--- src/rtl/midi_pkg.sv ---
// Shared constants and state encodings for the MIDI note decoder.
package midi_pkg;

    localparam logic [3:0] STATUS_NOTE_OFF = 4'h8;
    localparam logic [3:0] STATUS_NOTE_ON  = 4'h9;
    localparam logic [7:0] REALTIME_MIN    = 8'hF8;

    typedef enum logic [1:0] {IDLE, START, DATA, STOP} uart_state_t;
    typedef enum logic [1:0] {NONE, WAIT_D1, WAIT_D2} parse_state_t;

endpackage

--- src/rtl/midi_uart_rx.sv ---
// 8N1 UART receiver for the MIDI line: 2-FF synchronizer, start-bit glitch
// rejection, centre sampling, and a frame-error pulse on a low stop bit.
module midi_uart_rx
    import midi_pkg::*;
#(
    parameter int CLK_FREQ = 50000000,
    parameter int BAUD     = 31250
) (
    input  logic       clk,
    input  logic       reset,
    input  logic       rx_i,
    output logic [7:0] data_o,
    output logic       valid_o,
    output logic       frame_err_o
);

    localparam int BIT_CYC  = CLK_FREQ / BAUD;
    localparam int HALF_CYC = BIT_CYC / 2;
    localparam int CNT_W    = $clog2(BIT_CYC + 1);
    localparam logic [CNT_W-1:0] BIT_LAST  = CNT_W'(BIT_CYC - 1);
    localparam logic [CNT_W-1:0] HALF_LAST = CNT_W'(HALF_CYC - 1);

    logic [1:0]       sync_q;
    logic             rx_prev_q;
    uart_state_t      state_q, state_d;
    logic [CNT_W-1:0] cnt_q, cnt_d;
    logic [2:0]       bit_q, bit_d;
    logic [7:0]       shift_q, shift_d;
    logic             valid_q, valid_d;
    logic             ferr_q, ferr_d;
    logic             err_wait_q, err_wait_d;
    logic             rx_s;

    assign rx_s        = sync_q[1];
    assign data_o      = shift_q;
    assign valid_o     = valid_q;
    assign frame_err_o = ferr_q;

    always_comb begin
        state_d    = state_q;
        cnt_d      = cnt_q;
        bit_d      = bit_q;
        shift_d    = shift_q;
        err_wait_d = err_wait_q;
        valid_d    = 1'b0;
        ferr_d     = 1'b0;
        case (state_q)
            IDLE: begin
                cnt_d = '0;
                if (rx_prev_q && !rx_s) state_d = START;
            end
            START: begin
                if (cnt_q == HALF_LAST) begin
                    cnt_d   = '0;
                    bit_d   = '0;
                    state_d = rx_s ? IDLE : DATA;
                end else begin
                    cnt_d = cnt_q + 1'b1;
                end
            end
            DATA: begin
                if (cnt_q == BIT_LAST) begin
                    cnt_d   = '0;
                    shift_d = {rx_s, shift_q[7:1]};
                    bit_d   = bit_q + 1'b1;
                    if (bit_q == 3'd7) state_d = STOP;
                end else begin
                    cnt_d = cnt_q + 1'b1;
                end
            end
            STOP: begin
                // After a bad stop bit, hold here until the line idles high again.
                if (err_wait_q) begin
                    if (rx_s) begin
                        err_wait_d = 1'b0;
                        state_d    = IDLE;
                    end
                end else if (cnt_q == BIT_LAST) begin
                    cnt_d = '0;
                    if (rx_s) begin
                        valid_d = 1'b1;
                        state_d = IDLE;
                    end else begin
                        ferr_d     = 1'b1;
                        err_wait_d = 1'b1;
                    end
                end else begin
                    cnt_d = cnt_q + 1'b1;
                end
            end
            default: state_d = IDLE;
        endcase
    end

    always_ff @(posedge clk) begin
        if (reset) begin
            sync_q     <= 2'b11;
            rx_prev_q  <= 1'b1;
            state_q    <= IDLE;
            cnt_q      <= '0;
            bit_q      <= '0;
            shift_q    <= '0;
            valid_q    <= 1'b0;
            ferr_q     <= 1'b0;
            err_wait_q <= 1'b0;
        end else begin
            sync_q     <= {sync_q[0], rx_i};
            rx_prev_q  <= rx_s;
            state_q    <= state_d;
            cnt_q      <= cnt_d;
            bit_q      <= bit_d;
            shift_q    <= shift_d;
            valid_q    <= valid_d;
            ferr_q     <= ferr_d;
            err_wait_q <= err_wait_d;
        end
    end

endmodule

--- src/rtl/midi_note_decoder.sv ---
// Monophonic MIDI Note On/Off decoder with running status.
// Optional build macro MIDI_CHANNEL_FILTER_EN restricts note messages to CHANNEL.
module midi_note_decoder
    import midi_pkg::*;
#(
    parameter int CLK_FREQ = 50000000,
    parameter int BAUD     = 31250,
    parameter int CHANNEL  = 0
) (
    input  logic       clk,
    input  logic       reset,
    input  logic       midi_rx,
    output logic [6:0] MIDI_freq,
    output logic [6:0] volume,
    output logic       gate,
    output logic       note_on,
    output logic       note_off,
    output logic       frame_err
);

`ifdef MIDI_CHANNEL_FILTER_EN
    localparam bit FILTER_EN = 1'b1;
`else
    localparam bit FILTER_EN = 1'b0;
`endif
    localparam logic [3:0] CHAN_NIB = 4'(CHANNEL);

    logic [7:0]   rx_byte;
    logic         rx_valid;

    parse_state_t pstate_q, pstate_d;
    logic         is_on_q, is_on_d;
    logic [6:0]   d1_q, d1_d;
    logic [6:0]   freq_q, freq_d;
    logic [6:0]   vol_q, vol_d;
    logic         gate_q, gate_d;
    logic         on_q, on_d;
    logic         off_q, off_d;
    logic         chan_ok;

    midi_uart_rx #(
        .CLK_FREQ (CLK_FREQ),
        .BAUD     (BAUD)
    ) u_uart (
        .clk         (clk),
        .reset       (reset),
        .rx_i        (midi_rx),
        .data_o      (rx_byte),
        .valid_o     (rx_valid),
        .frame_err_o (frame_err)
    );

    assign chan_ok   = !FILTER_EN || (rx_byte[3:0] == CHAN_NIB);
    assign MIDI_freq = freq_q;
    assign volume    = vol_q;
    assign gate      = gate_q;
    assign note_on   = on_q;
    assign note_off  = off_q;

    always_comb begin
        pstate_d = pstate_q;
        is_on_d  = is_on_q;
        d1_d     = d1_q;
        freq_d   = freq_q;
        vol_d    = vol_q;
        gate_d   = gate_q;
        on_d     = 1'b0;
        off_d    = 1'b0;
        if (rx_valid && rx_byte < REALTIME_MIN) begin
            if (rx_byte[7]) begin
                if (rx_byte[7:4] == STATUS_NOTE_ON && chan_ok) begin
                    is_on_d  = 1'b1;
                    pstate_d = WAIT_D1;
                end else if (rx_byte[7:4] == STATUS_NOTE_OFF && chan_ok) begin
                    is_on_d  = 1'b0;
                    pstate_d = WAIT_D1;
                end else begin
                    pstate_d = NONE;
                end
            end else begin
                case (pstate_q)
                    WAIT_D1: begin
                        d1_d     = rx_byte[6:0];
                        pstate_d = WAIT_D2;
                    end
                    WAIT_D2: begin
                        pstate_d = WAIT_D1;
                        // Velocity 0 on a Note On is a Note Off by MIDI convention.
                        if (is_on_q && rx_byte[6:0] != 7'd0) begin
                            freq_d = d1_q;
                            vol_d  = rx_byte[6:0];
                            gate_d = 1'b1;
                            on_d   = 1'b1;
                        end else if (gate_q && d1_q == freq_q) begin
                            gate_d = 1'b0;
                            vol_d  = 7'd0;
                            off_d  = 1'b1;
                        end
                    end
                    default: ;
                endcase
            end
        end
    end

    always_ff @(posedge clk) begin
        if (reset) begin
            pstate_q <= NONE;
            is_on_q  <= 1'b0;
            d1_q     <= 7'd0;
            freq_q   <= 7'd0;
            vol_q    <= 7'd0;
            gate_q   <= 1'b0;
            on_q     <= 1'b0;
            off_q    <= 1'b0;
        end else begin
            pstate_q <= pstate_d;
            is_on_q  <= is_on_d;
            d1_q     <= d1_d;
            freq_q   <= freq_d;
            vol_q    <= vol_d;
            gate_q   <= gate_d;
            on_q     <= on_d;
            off_q    <= off_d;
        end
    end

endmodule

--- config.mk ---
export PLATFORM = sky130hd
export DESIGN_NAME = midi_note_decoder
export DESIGN_NICKNAME = d
export VERILOG_FILES = /design/src/rtl/midi_pkg.sv /design/src/rtl/midi_uart_rx.sv /design/src/rtl/midi_note_decoder.sv
export SDC_FILE = /design/constraint.sdc
export NUM_CORES = 1
export LEC_CHECK = 0
export CORE_MARGIN = 5
export CORE_UTILIZATION = 45
export CTS_CLUSTER_DIAMETER = 80
export CTS_CLUSTER_SIZE = 24
export DETAILED_ROUTE_END_ITERATION = 6
export GPL_ROUTABILITY_DRIVEN = 0
export PLACE_DENSITY_LB_ADDON = 0.12
export SETUP_SLACK_MARGIN = 0.15
export SKIP_LAST_GASP = 1
export SLEW_MARGIN = 0
export SYNTH_ARGS = -nofsm -noshare
export SYNTH_HDL_FRONTEND = slang
export SYNTH_HIERARCHICAL = 1
export SYNTH_SLANG_ARGS = --single-unit
--- constraint.sdc ---
create_clock -name clk -period 1.7 [get_ports clk]
set_input_delay 0.34 -clock clk [delete_from_list [all_inputs] [get_ports clk]]
set_output_delay 0.34 -clock clk [all_outputs]
set_load 0.02 [all_outputs]
Word level (Yosys, flattened, before mapping)
Index checks and enable logic that the tools add are counted.
- flip-flop bits (word level): 57
- input port bits: 3
- logic and storage cells: 97
- add/subtract/negate cells: 2
- $lt $le $gt $ge: 1
- equality and inequality tests: 17
- mux-type cells: 32
- bitwise gates (word level): 5
- reduce and logical (&&, ||, !) cells: 23
- operators with widths (cell ; count):
    $pmux 11 s4 ; 1
    $mux 11 ; 3
    $mux 2 ; 9
    $mux 7 ; 2
    $mux 1 ; 12
    $add 11x1->11 const B ; 1
    $eq 11x10->1 const B ; 1
    $eq 11x11->1 const B ; 1
    $reduce_and 3->1 ; 3
    $eq 4x4->1 const B ; 2
    $lt 8x8->1 const B ; 1
    $ne 2x1->1 const B ; 4
    $pmux 2 s4 ; 1
    $reduce_and 4->1 ; 2
    $reduce_or 4->1 ; 2
    $eq 7x7->1 ; 1
    $reduce_bool 7->1 ; 1
    $eq 2x2->1 const B ; 3
    $mux 3 ; 2
    $pmux 3 s2 ; 1
    $reduce_bool 2->1 ; 3
    $not 1->1 ; 5
    $reduce_and 5->1 ; 1
    $reduce_or 5->1 ; 1
    other kinds (12) ; 17

Longest topological paths before layout
Gate-level depths: netlist of the first run.
- word-level depth: 4
- mapped depth: 7
- mapped depth without buffers: 5

Modules after synthesis
The synthesis of the first run kept the hierarchy.
- modules (own cells, without submodules) (module ; instances ; cells each ; area an instance (µm²) ; seq. area each (µm²)):
    midi_uart_rx ; 1 ; 174 ; 1475.2 ; 600.6
    midi_note_decoder ; 1 ; 135 ; 1252.5 ; 540.5

Least setup slack after synthesis of the first run
No wires, ideal clock.
- kind: flip-flop to flip-flop
- from: register u_uart.shift_q[6], in the netlist u_uart/data_o[6]
- to: register vol_q[0], in the netlist volume[0]
- arrival: 1.779 ns
- setup slack: -0.158 ns
- stages on the path, launching flop included: 6
- path buffers: 1
- cell sequence: dfxtp_1 > or4_4 > o211a_1 > buf_6 > or4b_1 > o211ai_1
- cells in the longest elaborated chain, start to end: 4
- RTL lines (what ; line ; text):
    from (decl) ; midi_uart_rx.sv:28 ; logic [7:0] shift_q, shift_d;
    from (signal assigned) ; midi_uart_rx.sv:112 ; shift_q <= shift_d;
    parallel branches: the longest is 4 deep, another holds $lt 8x8->1 ; n/a ;
    to (signal assigned) ; midi_note_decoder.sv:121 ; vol_q <= vol_d;
    to (decl) ; midi_note_decoder.sv:35 ; logic [6:0] vol_q, vol_d;
Several ways; the timed one is not identified.
A chain may end at the register's enable or synchronous reset.

Worst setup path after layout of the first run
- from: register u_uart.shift_q[4], in the netlist u_uart/data_o[4]
- to: register vol_q[1], in the netlist volume[1]
The elaborated chain is that of the path after synthesis.

==> impl_metrics.json, run 1 <==
{
  "ios": 21,
  "swShare_pct": 21.2,
  "r2r-start": "u_uart/data_o[4]",
  "drt-total-wl_um": 6630,
  "min_period_ns": 1.79,
  "die_area_mm2": 0.00772,
  "hold_viol": 0,
  "synth_nets": 315,
  "ys_top_cells_by_count": "dfxtp_1 (57), nand2_1 (46), a21oi_1 (23), nor2_1 (23), nand3b_1 (13)",
  "crit_fanout": 6,
  "tritoncts": "done",
  "worst_slack_ns": -0.0858,
  "outcome": "finished, violations left",
  "die_w_um": 87.9,
  "first_global_vias": 2409,
  "maxCapViolations": 0,
  "async_flop_share_pct": 0,
  "p_sw_uw": 616,
  "critPathMaxStageDelay_ns": 0.55,
  "holdWs_ns": 0.409,
  "worst_slew_pin_slew_ns": 0.415,
  "yosysUniqueCellTypes": 55,
  "p_per_area_mw_per_mm2": 792,
  "synth_top_area_cell": "dfxtp_1",
  "setup_viol": 7,
  "crit_required_ns": 1.96,
  "crit_path_end_kind": "flip-flop",
  "p_leak_uw": 0.00148,
  "ys.flop_type": "dfxtp_1",
  "hold_start": "u_uart/sync_q[0]",
  "synthTopCellsByArea": "dfxtp_1 (42%), nand2_1 (6.3%), a21oi_1 (4.2%)",
  "critPathKind": "flip-flop to flip-flop",
  "worst_ep_arrival_time_ns": 2.05,
  "synth_top_area_share_pct": 41.8,
  "clockRootBuffer": "clkbuf_8",
  "hold_class": "flip-flop to flip-flop",
  "dp_hpwl_um": 4400,
  "synth_seq_cells": 57,
  "cts_made_buffers": 9,
  "reg2regPathDepth": 4,
  "yosys_warnings": 6,
  "insertion_delay_ns": 0.34,
  "hold_end": "u_uart/sync_q[1]",
  "clock_skew_ns": 0.00667,
  "grtUsageTotal_pct": 18.9,
  "fin_crit_sh_pct": 105,
  "slowest_stage": "or4_4",
  "antenna_found_initial": 0,
  "overflow": 0,
  "ant_nets": 0,
  "start_util_pct": 46.1,
  "seqPwrFrac_pct": 46.5,
  "synth_seq_area_share_pct": 41.8,
  "first_pass_iters": 4,
  "p_int_uw": 2290,
  "syn_area_mm2": 0.00273,
  "syn_inst": 309,
  "grt_pass1_wl_um": 11300,
  "cts_max_level": 3,
  "worstHoldPathCells": 1,
  "cts.sinks": 57,
  "fmax_ghz": 0.560,
  "yosysMostFrequentCell": "dfxtp_1",
  "place_worst_setup_slack_ns": -0.181,
  "path_cells": "or4_4, o211a_4, or4b_1, o211ai_1",
  "path_clk_slew_ns": 0.07,
  "report.final.slew_viol_count": 0,
  "rows": 28,
  "r2r_end": "volume[1]",
  "slew_headroom_pct": 72.3,
  "antenna_cells": 0,
  "p_comb_share_pct": 3.5,
  "io_buffers": 20,
  "route.vias.total": 2505,
  "finish.utilization_pct": 61.9,
  "drtIter0Drc": 89,
  "startpoint_type": "flip-flop",
  "synth_edf_count": 0,
  "peakVddDrop_uv": 508,
  "fin_nets": 375,
  "syn_area_per_cell_um2": 8.83,
  "detail_route.drc_violations": 0,
  "grt_max_degree": 35,
  "p_clk_share_pct": 50.0,
  "routedWlPerCell_um": 14.8,
  "violations": "setup timing",
  "syn_to_final_growth_pct": 34.4,
  "dieHeight_um": 87.9,
  "rsz0062_at_grt": "true",
  "layout-drive-gt1-share_pct": 26.5,
  "core_mm2": 0.00592,
  "clock_path_buffers": 2,
  "via_per_inst": 5.58,
  "ff2ff_setup_slack_ns": -0.09
}
[layer usage]
metal / track usage [%] / share of wire [%] / routed length (um)
met4: 8.79 / 1.6 / 104
met5: 0 / 0 / 0
met3: 4.99 / 4.2 / 276
met1: 22.9 / 45 / 2970
met2: 31.2 / 49 / 3280
[sequential cells by signal (all words and copies together) (netlist names), 2 cells and up, named ones only]
register and flops:
u_uart/cnt_q 11, u_uart/data_o 8, MIDI_freq 7, d1_q 7, volume 7, u_uart/bit_q 3
pstate_q 2, u_uart/sync_q 2
[worst max path at each step]
stage,slack [ns],from,end,cells past startpoint
2_1_floorplan,-0.14,u_uart/data_o[3],volume[0],5
3_3_place_gp,-0.16,u_uart/data_o[3],volume[2],4
3_5_place_dp,-0.18,u_uart/data_o[3],volume[1],4
4_1_cts,-0.09,u_uart/data_o[4],volume[1],4
5_1_grt,-0.15,u_uart/data_o[4],volume[3],6
6_report,-0.09,u_uart/data_o[4],volume[1],4
[power by group through the flow]
stage                     combinational, uW  sequential [uW]  clock [uW]
final                                   101             1350        1450
after global routing                    111             1350        1550
after CTS                              96.0             1350        1480
after detailed placement               99.0             1380           0
after global placement                 98.9             1380           0
after floorplan                        55.4             1390           0
[kinds of logic (layout without fill, tap and decap cells)]
group / Yosys count / count (layout) / share of synthesized area (%)
AO/OA/AOI/OAI: 64 / 65 / 16.3
XOR/XNOR: 7 / 7 / 2.25
adder cells (fa/ha/maj): 3 / 3 / 1.38
buffers and inverters: 21 / 84 / 3.85
flip-flops: 57 / 57 / 41.8
multiplexers: 10 / 10 / 3.72
AND/OR/NAND/NOR: 147 / 148 / 30.7
[layout make-up]
class                      instances  area, um2
timing repair buffer              64        571
tap                               75       93.8
multi-input combinational        233       1600
inverter                           4       15.0
clock buffer                      11        151
clock inverter                     5       77.6
sequential                        57       1160
fill                             527       2260
[critical path: cells and delay by family, from the launching register on]
family | cells | cell delay (ns)
AOI/OAI and AO/OA | 2 | 0.36
DFF | 1 | 0.32
and+or+nand+nor | 2 | 1.02
[layout by cell type (no fill, tap or decap), types with 11 or more instances in the layout]
master         netlist  routed
dfxtp_1             57      47
nand2_1             46      46
buf_4                1      34
nor2_1              23      22
a21oi_1             23      18
dlygate4sd2_1        0      17
nand3b_1            13      13
nand4_1             11      11
clkbuf_8             0      11
[through the flow]
stage          cells  setup TNS (ns)  total power [uW]  area, um2
2_1_floorplan    309          -0.864              1440       2750
3_3_place_gp     420           -1.11              1480       3200
3_5_place_dp     420           -1.15              1480       3200
4_1_cts          445          -0.530              2930       3540
5_1_grt          449           -1.13              3010       3660
6_report         449          -0.480              2900       3660
[timing repair]
item                                    4_1_cts  5_1_grt
gates resized for setup                      29       26
buffers inserted                              7        4
pin swaps                                     8        9
endpoints found under the setup margin       51       39
hold buffers                                  0        0
cloned                                        2        0
No activity file was read; power rests on OpenSTA's default activity.
==> inputs of run 2 (changes only) <==
- PLACE_DENSITY: default -> 0.78
- PLACE_DENSITY_LB_ADDON: 0.12 -> default
==> run 2 against run 1 <==
- the run still ends with setup timing left
- highest routed layer unchanged
- critical endpoint is now volume[4]
- largest power group unchanged
- critical path depth is the same
- setup slack got worse by 0.029 ns
- via count rose by 2.9%
- sequential cell count did not move
==> impl_metrics.json, run 2 (same netlist as run 1, synthesis figures left out) <==
{
  "slew_headroom_pct": 75.0,
  "clock_path_buffers": 2,
  "final_common_cell": "dfxtp_1",
  "fmax_ghz": 0.551,
  "largest_reg_flops": 11,
  "violations": "setup timing",
  "fin_cells": 447,
  "fin_total_pwr_uw": 2920,
  "critPathKind": "flip-flop to flip-flop",
  "hold_end": "u_uart/cnt_q[0]",
  "cts_made_buffers": 9,
  "startpoint_type": "flip-flop",
  "route.vias.total": 2577,
  "ff2ff_setup_slack_ns": -0.11,
  "crit_fanout": 5,
  "p_leak_uw": 0.00144,
  "drtIter0Drc": 150,
  "critPathBufInv": 0,
  "dp_hpwl_um": 4470,
  "cts_hold_buf": 0,
  "final_cell_mix": "dfxtp_1 (49), nand2_1 (46), buf_4 (38)",
  "first_pass_iters": 4,
  "grt_max_degree": 31,
  "hold_class": "primary input to flip-flop",
  "outcome": "finished, violations left",
  "worstHoldPathCells": 3,
  "hold_start": "reset",
  "syn_to_final_growth_pct": 33.3,
  "crit_path_end_kind": "flip-flop",
  "dieHeight_um": 87.9,
  "ios": 21,
  "antenna_found_initial": 0,
  "tritoncts": "done",
  "cp_top_family": "simple AND/OR/NAND/NOR gates",
  "layout-drive-gt1-share_pct": 26.6,
  "overflow": 0,
  "clockRootBuffer": "clkbuf_8",
  "routedWlPerCell_um": 15.7,
  "worst_slack_ns": -0.115,
  "place_worst_setup_slack_ns": -0.181,
  "fin_crit_sh_pct": 107,
  "p_per_area_mw_per_mm2": 802,
  "maxCapViolations": 0,
  "slowest_stage": "or4_4",
  "antenna_cells": 0,
  "r2r_end": "volume[4]",
  "path_cells": "or4_4, o211a_2, or4b_1, o211ai_1",
  "ant_nets": 0,
  "finish.utilization_pct": 61.4,
  "min_period_ns": 1.81,
  "rsz0062_at_grt": "true",
  "grtUsageTotal_pct": 18.7,
  "regMostFlops": "u_uart/cnt_q",
  "start_util_pct": 46.1,
  "io_buffers": 20,
  "rows": 28,
  "via_per_inst": 5.77,
  "detail_route.drc_violations": 0,
  "dp_cells": 419,
  "peakVddDrop_uv": 585,
  "worst_ep_arrival_time_ns": 2.09,
  "drt-total-wl_um": 7020,
  "tns_ns": -0.638,
  "fin_nets": 373,
  "insertion_delay_ns": 0.35,
  "cts_max_level": 3,
  "die_w_um": 87.9,
  "setup_viol": 9,
  "grt_pass1_wl_um": 11300,
  "die_area_mm2": 0.00772,
  "core_mm2": 0.00592,
  "r2r-start": "u_uart/data_o[3]",
  "reg2regPathDepth": 4,
  "path_clk_slew_ns": 0.08,
  "report.final.slew_viol_count": 0,
  "fill_cells": 493,
  "first_global_vias": 2380,
  "worst_slew_pin_slew_ns": 0.374,
  "hold_viol": 0,
  "crit_required_ns": 1.97,
  "clock_skew_ns": 0.0144,
  "critPathMaxStageDelay_ns": 0.56,
  "cts.sinks": 57
}
[run 2: changes by cell type in the layout (fill, tap and decap cells not counted), sizes merged]
cell,change
clkinv,+1
clkbuf,-1
inv,+1
buf,-3
[run 2: final cells by class]
cell class                      count  area (um2)  area share (%)
Sequential cell                    57        1150            31.7
Timing Repair Buffer               62         538            14.8
Tap cell                           75        93.8            2.58
Inverter                            4        15.0           0.413
Multi-Input combinational cell    233        1610            44.3
Clock buffer                        9         124            3.41
Clock inverter                      7         103            2.82
[run 2: metal layers]
metal	up-vias	global-route usage [%]	share of wire, %
li1	1261	-	-
met1	1223	23.5	44
met2	77	30.8	49
met3	16	4.23	5.4
met4	0	8.23	1.8
met5	-	0	0
[run 2: how the worst max path moves through the flow]
stage,endpoint,from,cells past startpoint,slack (ns)
final,volume[4],u_uart/data_o[3],4,-0.11
after global routing,volume[5],u_uart/data_o[3],4,-0.17
after CTS,volume[4],u_uart/data_o[3],4,-0.08
after detailed placement,volume[4],u_uart/data_o[3],4,-0.18
after global placement,volume[6],u_uart/data_o[3],4,-0.14
after floorplan,volume[0],u_uart/data_o[3],5,-0.14
[run 2: through the flow]
| stage | hold WS [ns] | area [um2] |
|---|---|---|
| 6_report | 0.400 | 3640 |
| 5_1_grt | 0.410 | 3640 |
| 4_1_cts | 0.359 | 3530 |
| 3_5_place_dp | 0.404 | 3200 |
| 3_3_place_gp | 0.393 | 3200 |
| 2_1_floorplan | 0.389 | 2750 |
[run 2: timing repair]
item | CTS | global route
buffers inserted | 7 | 2
resized for setup | 24 | 27
cloned | 2 | 1
pin swaps | 4 | 5
endpoints found under the setup margin | 52 | 45
[run 2: power by group]
group	leakage (uW)	switching, uW	total [uW]	internal (uW)
combinational	0.000865	56.9	100	43.5
sequential	0.000464	8.80	1350	1340
clock	0.000110	626	1460	837
total	0.00144	692	2920	2220
[run 2: tightest hold or removal path: stages]
cell	delay, ns
buf_2	0.13
buf_4	0.19
a21oi_1	0.05
